### src/rtl/gfx_pkg.sv
// -----------------------------------------------------------------------------
// gfx_pkg
// Definitions shared by the line-drawing pipeline: screen geometry, the
// framebuffer pixel address type and the write-FSM state encoding.
// -----------------------------------------------------------------------------
package gfx_pkg;

    localparam int SCREEN_W = 640;
    localparam int SCREEN_H = 480;
    localparam int ADDR_W   = 19;

    // Linear framebuffer address, row*SCREEN_W + col
    typedef logic [ADDR_W-1:0] pix_addr_t;

    // Single-pixel write sequencer toward the SRAM controller
    typedef enum logic {
        IDLE = 1'b0,
        REQ  = 1'b1
    } wr_state_e;

endpackage

### src/rtl/pixel_write_buffer_if.sv
// -----------------------------------------------------------------------------
// pixel_write_buffer_if
// Bundles the generator-side pixel stream and the SRAM write handshake.
//
// Signals:
//   pix_valid / pix_addr / color / line_done : from the line generator
//   stop                                     : back-pressure to the generator
//   mem_req / mem_addr / mem_data / mem_ack  : single-pixel write handshake
//   wr_done / overflow / oob_cnt             : completion and error status
//
// Modports:
//   slave  - the pixel write buffer itself
//   master - the environment (generator plus SRAM controller)
// -----------------------------------------------------------------------------
interface pixel_write_buffer_if
    import gfx_pkg::*;
#(
    parameter int COLOR_W = 8
);

    logic               pix_valid;
    pix_addr_t          pix_addr;
    logic [COLOR_W-1:0] color;
    logic               line_done;
    logic               stop;

    logic               mem_req;
    pix_addr_t          mem_addr;
    logic [COLOR_W-1:0] mem_data;
    logic               mem_ack;

    logic               wr_done;
    logic               overflow;
    logic [7:0]         oob_cnt;

    modport slave (
        input  pix_valid, pix_addr, color, line_done, mem_ack,
        output stop, mem_req, mem_addr, mem_data, wr_done, overflow, oob_cnt
    );

    modport master (
        output pix_valid, pix_addr, color, line_done, mem_ack,
        input  stop, mem_req, mem_addr, mem_data, wr_done, overflow, oob_cnt
    );

endinterface

### src/rtl/pwb_fifo.sv
// -----------------------------------------------------------------------------
// pwb_fifo
// Synchronous FIFO with first-word-fall-through read: o_rdata always shows the
// head entry. The caller guarantees no push when full (unless popping in the
// same cycle) and no pop when empty.
//
// Ports:
//   i_clk, i_rst : clock, synchronous active-high reset
//   i_push       : write i_wdata at the tail
//   i_pop        : discard the head entry
//   o_rdata      : head entry
//   o_full       : DEPTH entries stored
//   o_empty      : no entries stored
//   o_count      : number of stored entries, 0..DEPTH
// -----------------------------------------------------------------------------
module pwb_fifo #(
    parameter int WIDTH = 27,
    parameter int DEPTH = 8
) (
    input  logic                     i_clk,
    input  logic                     i_rst,
    input  logic                     i_push,
    input  logic [WIDTH-1:0]         i_wdata,
    input  logic                     i_pop,
    output logic [WIDTH-1:0]         o_rdata,
    output logic                     o_full,
    output logic                     o_empty,
    output logic [$clog2(DEPTH):0]   o_count
);

    localparam int AW = $clog2(DEPTH);
    localparam int CW = AW + 1;

    logic [WIDTH-1:0] r_mem [DEPTH];
    logic [AW-1:0]    r_wr_ptr;
    logic [AW-1:0]    r_rd_ptr;
    logic [CW-1:0]    r_count;

    // NOTE: the storage array is deliberately not reset; entries are only read
    // once the count says they were written, and leaving it out of reset lets
    // it map onto plain RAM/register-file cells.
    always_ff @(posedge i_clk) begin
        if (i_push) begin
            r_mem[r_wr_ptr] <= i_wdata;
        end
    end

    // NOTE: sequential state uses non-blocking assignments so every register
    // samples pre-edge values regardless of process ordering.
    always_ff @(posedge i_clk) begin
        if (i_rst) begin
            r_wr_ptr <= '0;
            r_rd_ptr <= '0;
            r_count  <= '0;
        end else begin
            // Pointers are log2(DEPTH) wide, so they wrap modulo DEPTH for free
            if (i_push) begin
                r_wr_ptr <= r_wr_ptr + AW'(1);
            end
            if (i_pop) begin
                r_rd_ptr <= r_rd_ptr + AW'(1);
            end
            case ({i_push, i_pop})
                2'b10:   r_count <= r_count + CW'(1);
                2'b01:   r_count <= r_count - CW'(1);
                default: r_count <= r_count;
            endcase
        end
    end

    assign o_rdata = r_mem[r_rd_ptr];
    assign o_full  = (r_count == CW'(DEPTH));
    assign o_empty = (r_count == '0);
    assign o_count = r_count;

endmodule

### src/rtl/pixel_write_buffer.sv
// -----------------------------------------------------------------------------
// pixel_write_buffer
// Sits behind the Bresenham line generator. Filters the incoming pixel stream
// (out-of-range and back-to-back duplicate addresses), queues {addr, colour}
// pairs and writes them one at a time to the framebuffer SRAM controller over
// a req/ack handshake. Signals completion of a line once every pixel of that
// line has been acknowledged by memory.
//
// Ports:
//   i_clk : system clock
//   i_rst : synchronous, active-high reset
//   bus   : pixel_write_buffer_if.slave
//             in : pix_valid, pix_addr, color, line_done, mem_ack
//             out: stop, mem_req, mem_addr, mem_data, wr_done, overflow,
//                  oob_cnt
// -----------------------------------------------------------------------------
module pixel_write_buffer
    import gfx_pkg::*;
#(
    parameter int DEPTH    = 8,
    parameter int SKID     = 2,
    parameter int COLOR_W  = 8,
    parameter int MAX_ADDR = SCREEN_W * SCREEN_H
) (
    input  logic                 i_clk,
    input  logic                 i_rst,
    pixel_write_buffer_if.slave  bus
);

    localparam int AW = $clog2(DEPTH);
    localparam int CW = AW + 1;
    localparam int EW = ADDR_W + COLOR_W;

    // FIFO interface
    logic [EW-1:0] w_head;
    logic          w_fifo_full;
    logic          w_fifo_empty;
    logic [CW-1:0] w_fifo_count;
    logic [CW-1:0] w_count_nxt;

    // Input filtering and handshake events
    logic          w_in_range;
    logic          w_dup;
    logic          w_cand;
    logic          w_push;
    logic          w_pop;
    logic          w_done_cond;

    // Write FSM
    wr_state_e     r_state;
    wr_state_e     w_state_nxt;
    logic          w_mem_req;
    pix_addr_t     w_mem_addr;
    logic [COLOR_W-1:0] w_mem_data;

    // Status registers
    pix_addr_t     r_last_addr;
    logic          r_last_vld;
    logic          r_line_pend;
    logic          r_stop;
    logic          r_wr_done;
    logic          r_overflow;
    logic [7:0]    r_oob_cnt;

    // ------------------------------------------------------------------
    // Input filtering
    // ------------------------------------------------------------------
    assign w_in_range = (bus.pix_addr < pix_addr_t'(MAX_ADDR));
    assign w_dup      = r_last_vld && (bus.pix_addr == r_last_addr);
    assign w_cand     = bus.pix_valid && w_in_range && !w_dup;
    assign w_pop      = (r_state == REQ) && bus.mem_ack;
    // A full FIFO still takes a pixel when the head is retiring this cycle
    assign w_push     = w_cand && (!w_fifo_full || w_pop);

    // Line completes once nothing is queued, nothing is in flight and no
    // pixel of the line is arriving right now.
    assign w_done_cond = r_line_pend && w_fifo_empty && (r_state == IDLE) && !w_push;

    pwb_fifo #(
        .WIDTH (EW),
        .DEPTH (DEPTH)
    ) u_fifo (
        .i_clk   (i_clk),
        .i_rst   (i_rst),
        .i_push  (w_push),
        .i_wdata ({bus.pix_addr, bus.color}),
        .i_pop   (w_pop),
        .o_rdata (w_head),
        .o_full  (w_fifo_full),
        .o_empty (w_fifo_empty),
        .o_count (w_fifo_count)
    );

    // NOTE: every combinational output gets a default before any branch so no
    // path leaves it unassigned and a latch is never inferred.
    always_comb begin
        w_count_nxt = w_fifo_count;
        case ({w_push, w_pop})
            2'b10:   w_count_nxt = w_fifo_count + CW'(1);
            2'b01:   w_count_nxt = w_fifo_count - CW'(1);
            default: w_count_nxt = w_fifo_count;
        endcase
    end

    // ------------------------------------------------------------------
    // Write FSM: state register / next state / outputs
    // ------------------------------------------------------------------
    always_ff @(posedge i_clk) begin
        if (i_rst) begin
            r_state <= IDLE;
        end else begin
            r_state <= w_state_nxt;
        end
    end

    always_comb begin
        w_state_nxt = r_state;
        case (r_state)
            // Looking at the incoming push as well as the FIFO lets a pixel
            // landing in an empty FIFO raise mem_req on the very next cycle;
            // the FIFO head shows that pixel by then.
            IDLE:    if (!w_fifo_empty || w_push) w_state_nxt = REQ;
            REQ:     if (bus.mem_ack)             w_state_nxt = IDLE;
            default: w_state_nxt = IDLE;
        endcase
    end

    // Address/data are the FIFO head, which cannot move until the ack pops
    // it, so they stay stable for the whole request. Outside REQ they read 0.
    always_comb begin
        w_mem_req  = 1'b0;
        w_mem_addr = '0;
        w_mem_data = '0;
        if (r_state == REQ) begin
            w_mem_req  = 1'b1;
            w_mem_addr = w_head[EW-1 -: ADDR_W];
            w_mem_data = w_head[COLOR_W-1:0];
        end
    end

    // ------------------------------------------------------------------
    // Status and bookkeeping
    // ------------------------------------------------------------------
    always_ff @(posedge i_clk) begin
        if (i_rst) begin
            r_last_addr <= '0;
            r_last_vld  <= 1'b0;
            r_line_pend <= 1'b0;
            r_stop      <= 1'b0;
            r_wr_done   <= 1'b0;
            r_overflow  <= 1'b0;
            r_oob_cnt   <= '0;
        end else begin
            // w_done_cond excludes a push, so these two never collide
            if (w_push) begin
                r_last_addr <= bus.pix_addr;
                r_last_vld  <= 1'b1;
            end else if (w_done_cond) begin
                r_last_vld  <= 1'b0;
            end

            // A line_done seen while one is already pending folds into it
            if (w_done_cond) begin
                r_line_pend <= 1'b0;
            end else if (bus.line_done) begin
                r_line_pend <= 1'b1;
            end

            r_wr_done <= w_done_cond;

            // Stop early enough that pixels still in the generator's
            // stop-to-halt window find room.
            r_stop <= (w_count_nxt >= CW'(DEPTH - SKID));

            if (w_cand && w_fifo_full && !w_pop) begin
                r_overflow <= 1'b1;
            end

            if (bus.pix_valid && !w_in_range && (r_oob_cnt != 8'hFF)) begin
                r_oob_cnt <= r_oob_cnt + 8'd1;
            end
        end
    end

    assign bus.stop     = r_stop;
    assign bus.mem_req  = w_mem_req;
    assign bus.mem_addr = w_mem_addr;
    assign bus.mem_data = w_mem_data;
    assign bus.wr_done  = r_wr_done;
    assign bus.overflow = r_overflow;
    assign bus.oob_cnt  = r_oob_cnt;

endmodule

### src/flat_wrapper.sv
// flat-port wrapper written by rule: the top's interface ports become plain ports
module pixel_write_buffer_flat import gfx_pkg::*;
#(
    parameter int DEPTH    = 8,
    parameter int SKID     = 2,
    parameter int COLOR_W  = 8,
    parameter int MAX_ADDR = SCREEN_W * SCREEN_H
)
  (i_clk, i_rst, bus_pix_valid, bus_pix_addr, bus_color, bus_line_done, bus_mem_ack, bus_stop, bus_mem_req, bus_mem_addr, bus_mem_data, bus_wr_done, bus_overflow, bus_oob_cnt);
  pixel_write_buffer_if #(.COLOR_W(COLOR_W)) bus_i ();
  input  logic i_clk;
  input  logic i_rst;
  input wire logic [$bits(bus_i.pix_valid)-1:0] bus_pix_valid;
  input wire logic [$bits(bus_i.pix_addr)-1:0] bus_pix_addr;
  input wire logic [$bits(bus_i.color)-1:0] bus_color;
  input wire logic [$bits(bus_i.line_done)-1:0] bus_line_done;
  input wire logic [$bits(bus_i.mem_ack)-1:0] bus_mem_ack;
  output wire logic [$bits(bus_i.stop)-1:0] bus_stop;
  output wire logic [$bits(bus_i.mem_req)-1:0] bus_mem_req;
  output wire logic [$bits(bus_i.mem_addr)-1:0] bus_mem_addr;
  output wire logic [$bits(bus_i.mem_data)-1:0] bus_mem_data;
  output wire logic [$bits(bus_i.wr_done)-1:0] bus_wr_done;
  output wire logic [$bits(bus_i.overflow)-1:0] bus_overflow;
  output wire logic [$bits(bus_i.oob_cnt)-1:0] bus_oob_cnt;
  assign bus_i.pix_valid = bus_pix_valid;
  assign bus_i.pix_addr = bus_pix_addr;
  assign bus_i.color = bus_color;
  assign bus_i.line_done = bus_line_done;
  assign bus_i.mem_ack = bus_mem_ack;
  assign bus_stop = bus_i.stop;
  assign bus_mem_req = bus_i.mem_req;
  assign bus_mem_addr = bus_i.mem_addr;
  assign bus_mem_data = bus_i.mem_data;
  assign bus_wr_done = bus_i.wr_done;
  assign bus_overflow = bus_i.overflow;
  assign bus_oob_cnt = bus_i.oob_cnt;
  pixel_write_buffer #(.DEPTH(DEPTH), .SKID(SKID), .COLOR_W(COLOR_W), .MAX_ADDR(MAX_ADDR)) u_core (.i_clk(i_clk), .i_rst(i_rst), .bus(bus_i));
endmodule
### config.mk
export PLATFORM = sky130hd
export DESIGN_NAME = pixel_write_buffer_flat
export DESIGN_NICKNAME = d
export VERILOG_FILES = /design/src/rtl/gfx_pkg.sv /design/src/rtl/pixel_write_buffer_if.sv /design/src/rtl/pwb_fifo.sv /design/src/rtl/pixel_write_buffer.sv /design/src/flat_wrapper.sv
export SDC_FILE = /design/constraint.sdc
export NUM_CORES = 1
export LEC_CHECK = 0
export BUFFER_PORTS_ARGS = -buffer_cell sky130_fd_sc_hd__buf_2
export CAP_MARGIN = 10
export CORE_MARGIN = 8
export CORE_UTILIZATION = 54
export CTS_BUF_LIST = sky130_fd_sc_hd__clkbuf_8 sky130_fd_sc_hd__clkbuf_16
export DETAILED_ROUTE_END_ITERATION = 7
export GPL_ROUTABILITY_DRIVEN = 1
export PLACE_DENSITY = 0.84
export SETUP_SLACK_MARGIN = 0.1
export SYNTH_ARGS = -nofsm -noshare
export SYNTH_HDL_FRONTEND = slang
export SYNTH_SLANG_ARGS = --single-unit
### constraint.sdc
create_clock -name i_clk -period 4.42 [get_ports i_clk]
set_clock_uncertainty 0.15 [all_clocks]
set_input_delay 0.221 -clock i_clk [delete_from_list [all_inputs] [get_ports i_clk]]
set_output_delay 0.221 -clock i_clk [all_outputs]
set_load 0.05 [all_outputs]
### Yosys cells after proc, flatten, opt, wreduce, memory -nomap -nowiden

Memories as Yosys holds them, arrays and structs flattened. A register that Yosys moved wholly into a read port is not among the register bits.
Cells that the tools add are included.

* register bits after elaboration: 43
* memory bits (writable): 216
* bits of input ports: 32
* output and inout port bits: 39
* word-level logic and storage cells: 61
* memories: 1

Memories
* u_core.u_fifo.r_mem: depth 8, bits a word 27, rd ports 1, clocked after Yosys merged registers in 1, write ports 1, line pwb_fifo.sv:34 `logic [WIDTH-1:0] r_mem [DEPTH];`

* add/sub/neg operators: 5
* $lt $le $gt $ge: 2
* eq/ne operators: 5
* mux-type cells: 13
* bitwise gates (word level): 1
* reduce and logical (&&, ||, !) cells: 23

Operator list (number)
* equality test 19 bit: 1
* less-than comparator 19 bit, second input constant: 1
* 2-to-1 mux 19 bit: 1
* logical AND 1 bit: 12
* adder 8 x 1 -> 8 bit, second input constant: 1
* 2-to-1 mux 8 bit: 1
* != test 8 bit, second input constant: 1
* one-hot mux 4 bit (2 select lines): 1
* 2-to-1 mux 1 bit: 7
* adder 3 x 1 -> 3 bit, second input constant: 2
* logical NOT 1 bit: 6
* 2-to-1 mux 3 bit: 2
* adder 4 x 1 -> 4 bit, second input constant: 1
* equality test 4 bit, second input constant: 1
* >= comparator 4 x 3 -> 1 bit, second input constant: 1
* logical NOT 4 bit: 1
* subtractor 4 x 1 -> 4 bit, second input constant: 1
* equality test 2 x 1 -> 1 bit, second input constant: 1
* equality test 2 bit, second input constant: 1
* logical OR 1 bit: 2
* one-hot mux 1 bit (2 select lines): 1
* nonzero test 2 bit: 1
* OR reduction 2 bit: 1
* NOT 1 bit: 1

### Logic depth before layout (Yosys ltp)

* word-level depth: 9
* gate-level depth with buffers: 12
* depth with buffers taken out: 12

### Hierarchy

Synthesis repeated with hierarchy kept, for this count alone.

* cells, all modules: 606
* area total of the unflattened synthesis: 10921.7 um^2

By module, submodules not included
* pwb_fifo: times used 1, cells each 383, area each 8946.1 um^2, sequential area each 6746.5 um^2
* pixel_write_buffer: times used 1, cells each 223, area each 1975.6 um^2, sequential area each 660.6 um^2

### Worst setup path before layout

No wires, ideal clock.

* kind: register to register
* from: register u_core.r_state
* to: memory u_core.u_fifo.r_mem[2][0], enable pin
* library setup time: 480 ps
* data arrival time: 4037 ps
* data required time: 3790 ps
* path slack: -247 ps
* stages on the path, launching flop included: 6
* buffers on the path: 1
* period minus slack after synthesis: 4667 ps
* cell sequence: dfxtp_1 nand2_1 and3_1 a211oi_4 buf_6 nor4bb_1

* word-level cells in the longest chain between the ends: 5

RTL lines
* from (decl): line pixel_write_buffer.sv:50 `wr_state_e r_state;`
* from (signal assigned): line pixel_write_buffer.sv:112 `r_state <= w_state_nxt;`
* logical AND 1 bit: line pixel_write_buffer.sv:71 `assign w_pop = (r_state == REQ) && bus.mem_ack;`
* logical OR 1 bit: line pixel_write_buffer.sv:73 `assign w_push = w_cand && (!w_fifo_full || w_pop);`
* logical AND 1 bit: line pixel_write_buffer.sv:73
* 2-to-1 mux 1 bit: line pwb_fifo.sv:43 `if (i_push) begin`
* 2-to-1 mux 1 bit (implied by the code): line pwb_fifo.sv:44 `r_mem[r_wr_ptr] <= i_wdata;`
* to (decl): line pwb_fifo.sv:34

No other way between the ends.

==> results.tsv <==
stage	metric	value	unit
final_layout	Ant. Diodes	0	
worst_setup_path	setup slack, reg-to-reg	1430	ps
clock_tree	total CTS buffers	25	
route	final WL	21700	um
worst_setup_path	CP delay by family, top	flip-flops	
synth	ys async rst share	0	%
min_path	Hold Crit Class	input pin to flop	
synth	area leader, netlist	edfxtp_1	
power	Leakage	4.13	nW
worst_setup_path	nature of the critical path endpoint	primary output	
global_routing	vias in the first global route	5966	
synth	Syn Nets	615	
placed_design	dpl hpwl	12900	um
synth	post-synthesis average cell area	18.1	um2
route	Routed Antenna Nets	0	
final_layout	Nets	727	
worst_setup_path	Setup CP Type	flop to primary output	
placed_design	Port-buffer cells	70	
power	P per Cell Area	464	mW/mm2
route	length of the first detailed-routing pass in iterations	5	
final_layout	Area growth syn-to-layout	18.2	%
worst_setup_path	CP cell instances	buf_4 > mux4_2 > mux2i_1 > nor2b_1 > buf_2	
floorplanning	Rows	51	
global_routing	antenna violations before repair	0	
floorplanning	IO Count	71	
global_routing	residual overflow from global routing	0	
synth	Ys Warns	0	
global_routing	GR Util All Layers	18.2	%
clock_tree	cell at the root of the clock tree	clkbuf_16	
global_routing	global route hottest layer	met2	
clock_tree	CTS clk-pin slew, worst paths	60	ps
final_layout	fraction of layout cells with a size suffix above 1	28.1	%
sta	Max-slew headroom	26.3	%
sta	RSZ-0062 raised after global routing	no	
route	DRC viols	0	
route	routed vias	5595	
worst_setup_path	CP max FO	42	
worst_setup_path	CP bufs+invs	2	
floorplanning	Die Footprint	0.0241	mm2
worst_setup_path	critical path data arrival time	2770	ps
sta	Final Max Slew Viols	0	
sta	Fmax	318	MHz
placed_design	RePlAce Congestion	0.875	
clock_tree	H-tree depth	1	
floorplanning	Die Width	155	um
synth	Primary FF master, synth	edfxtp_1	
synth	post-synth top area share	62.0	%
floorplanning	Initial Utilization	54.5	%
synth	Yosys cell types	48	
clock_tree	Worst-Skew Late Latency	510	ps
final_layout	fin util	64.3	%
outcome	status	finished clean	
synth	Yosys reg bits	262	
synth	area of the mapped netlist	0.0105	mm2
worst_setup_path	CP required	4050	ps
route	average vias per placed instance	5.76	
route	wire length per cell	22.3	um
sta	slew at the pin closest to its max-slew limit	1110	ps
worst_setup_path	Startpoint Class	flop	
global_routing	met3 usage	3.36	%
clock_tree	CTS tree	yes	
sta	final hold violation count	0	
floorplanning	Die Ht	155	um
global_routing	global-route wire length before repair	33900	um
floorplanning	CORE AREA	0.0192	mm2
clock_tree	clock sinks	262	
global_routing	largest net degree at the start of global routing	55	
flow_run	max_cap viols	0	
final_layout	most common cell after layout, fill and taps aside	edfxtp_1	
global_routing	grt met2 use	31.6	%
synth	EDFF count, synth	216	
synth	sequential fraction of the synthesis area	70.8	%
route	initial DRC count	460	
clock_tree	clk buf depth	3	
synth	Syn Inst Count	577	
worst_setup_path	CP peak stage delay	1060	ps
final_layout	most frequent cells in the layout	edfxtp_1 (216), buf_2 (70), mux4_2 (54), mux2i_1 (49), dfxtp_1 (43)	
sta	Final setup viols	0	
global_routing	grt met1 use	22.9	%
sta	post-route clock period utilization	71.1	%
sta	Period minus WS final	3140	ps
power	VDD IR-drop max	340	uV
synth	ranking of synthesized cells by area	edfxtp_1 (62%), mux4_2 (12%), dfxtp_1 (8.8%), mux2i_1 (4.7%), xnor2_1 (2.1%)	
sta	setup_tns	0	ps
worst_setup_path	slowest CP cell	dfxtp_2	
path summary, 6_finish.rpt:
kind / startpoint / endpoint / cells after the start
worst max register to register: u_core.r_last_addr[0] / u_core.bus.stop / 12
worst min register to register: u_core.bus.overflow / u_core.bus.overflow / 2
worst min-delay path: i_rst / u_core.bus.oob_cnt[5] / 2
worst max-delay path: flop / bus_mem_addr[11] / 5
cells by family after synthesis:
family	share of synthesized area [%]
flops	70.8
simple gates	5.90
mux	16.3
buf+inv	1.42
xor+xnor	2.68
compound gates	2.07
fa+ha+maj	0.790
final cells by class:
type                            count  area [um2]
Clock buffer                       28         667
Clock inverter                     17         220
Fill cell                        1289        6850
Inverter                            5        18.8
Multi-Input combinational cell    282        2950
Sequential cell                   262        7410
Tap cell                          265         332
Timing Repair Buffer              113         758
state kept, by name (all words and copies together), names as in the netlist, 3 cells and up, named ones only:
register / cells
u_core.r_last_addr: 19
u_core.u_fifo.o_count: 4
u_core.bus.oob_cnt: 8
u_core.u_fifo.r_rd_ptr: 3
u_core.u_fifo.r_mem: 216
u_core.u_fifo.r_wr_ptr: 3
worst register-to-register path: cells and delay by family, from the launching register on:
family | cells | cell delay, ps
AOI/OAI and AO/OA | 4 | 690
xor gates and xnor gates | 2 | 370
adders and majority gates | 1 | 250
DFF | 1 | 330
muxes | 1 | 210
buffers and inverters | 1 | 160
and+or+nand+nor | 3 | 680
per-stage QoR:
stage	setup slack [ps]	cells	area (um2)	power (mW)	hold WS, ps
floorplan	288	577	10500	3.33	170
global placement	1570	898	11200	3.48	309
detailed placement	1490	898	11200	3.51	328
CTS	1200	972	12400	5.77	120
global route	1040	972	12400	5.91	148
finish	1280	972	12400	5.73	136
synthesized netlist by cell type (2+ instances only):
| library cell | n |
|---|---|
| clkbuf_1 | 14 |
| nor3_1 | 4 |
| nand2_1 | 9 |
| nor3b_1 | 3 |
| xnor2_1 | 25 |
| nor2b_1 | 27 |
| a21oi_1 | 8 |
| buf_4 | 2 |
| a21o_1 | 2 |
| nor4b_2 | 2 |
| nand3_1 | 7 |
| edfxtp_1 | 216 |
| dfxtp_1 | 46 |
| nand4_1 | 8 |
| mux4_2 | 54 |
| and3_1 | 2 |
| ha_1 | 5 |
| inv_1 | 4 |
| buf_1 | 3 |
| a211oi_1 | 2 |
| buf_2 | 8 |
| nor2_1 | 42 |
| mux2i_1 | 49 |
| xor2_1 | 7 |
| o21ai_0 | 5 |
power breakdown:
group          internal [mW]  total, mW  switching [mW]  leakage [nW]
Sequential              2.74       2.82          0.0820          2.33
Clock                   1.38       2.25           0.878         0.438
Combinational          0.265      0.658           0.394          1.37
Total                   4.38       5.73            1.35          4.13
layer usage:
metal | vias to the layer above | share of wire, %
met2 | 201 | 51
met4 | 0 | 2.3
li1 | 2470 | -
met5 | - | 0
met1 | 2887 | 41
met3 | 37 | 6.1
what timing repair did:
action / in CTS / in global routing
gates resized for setup: 0 / 0
hold endpoints to repair: 235 / 0
hold buffers: 29 / 0
setup buffers: 0 / 0
(Power assumes the default switching activity.)
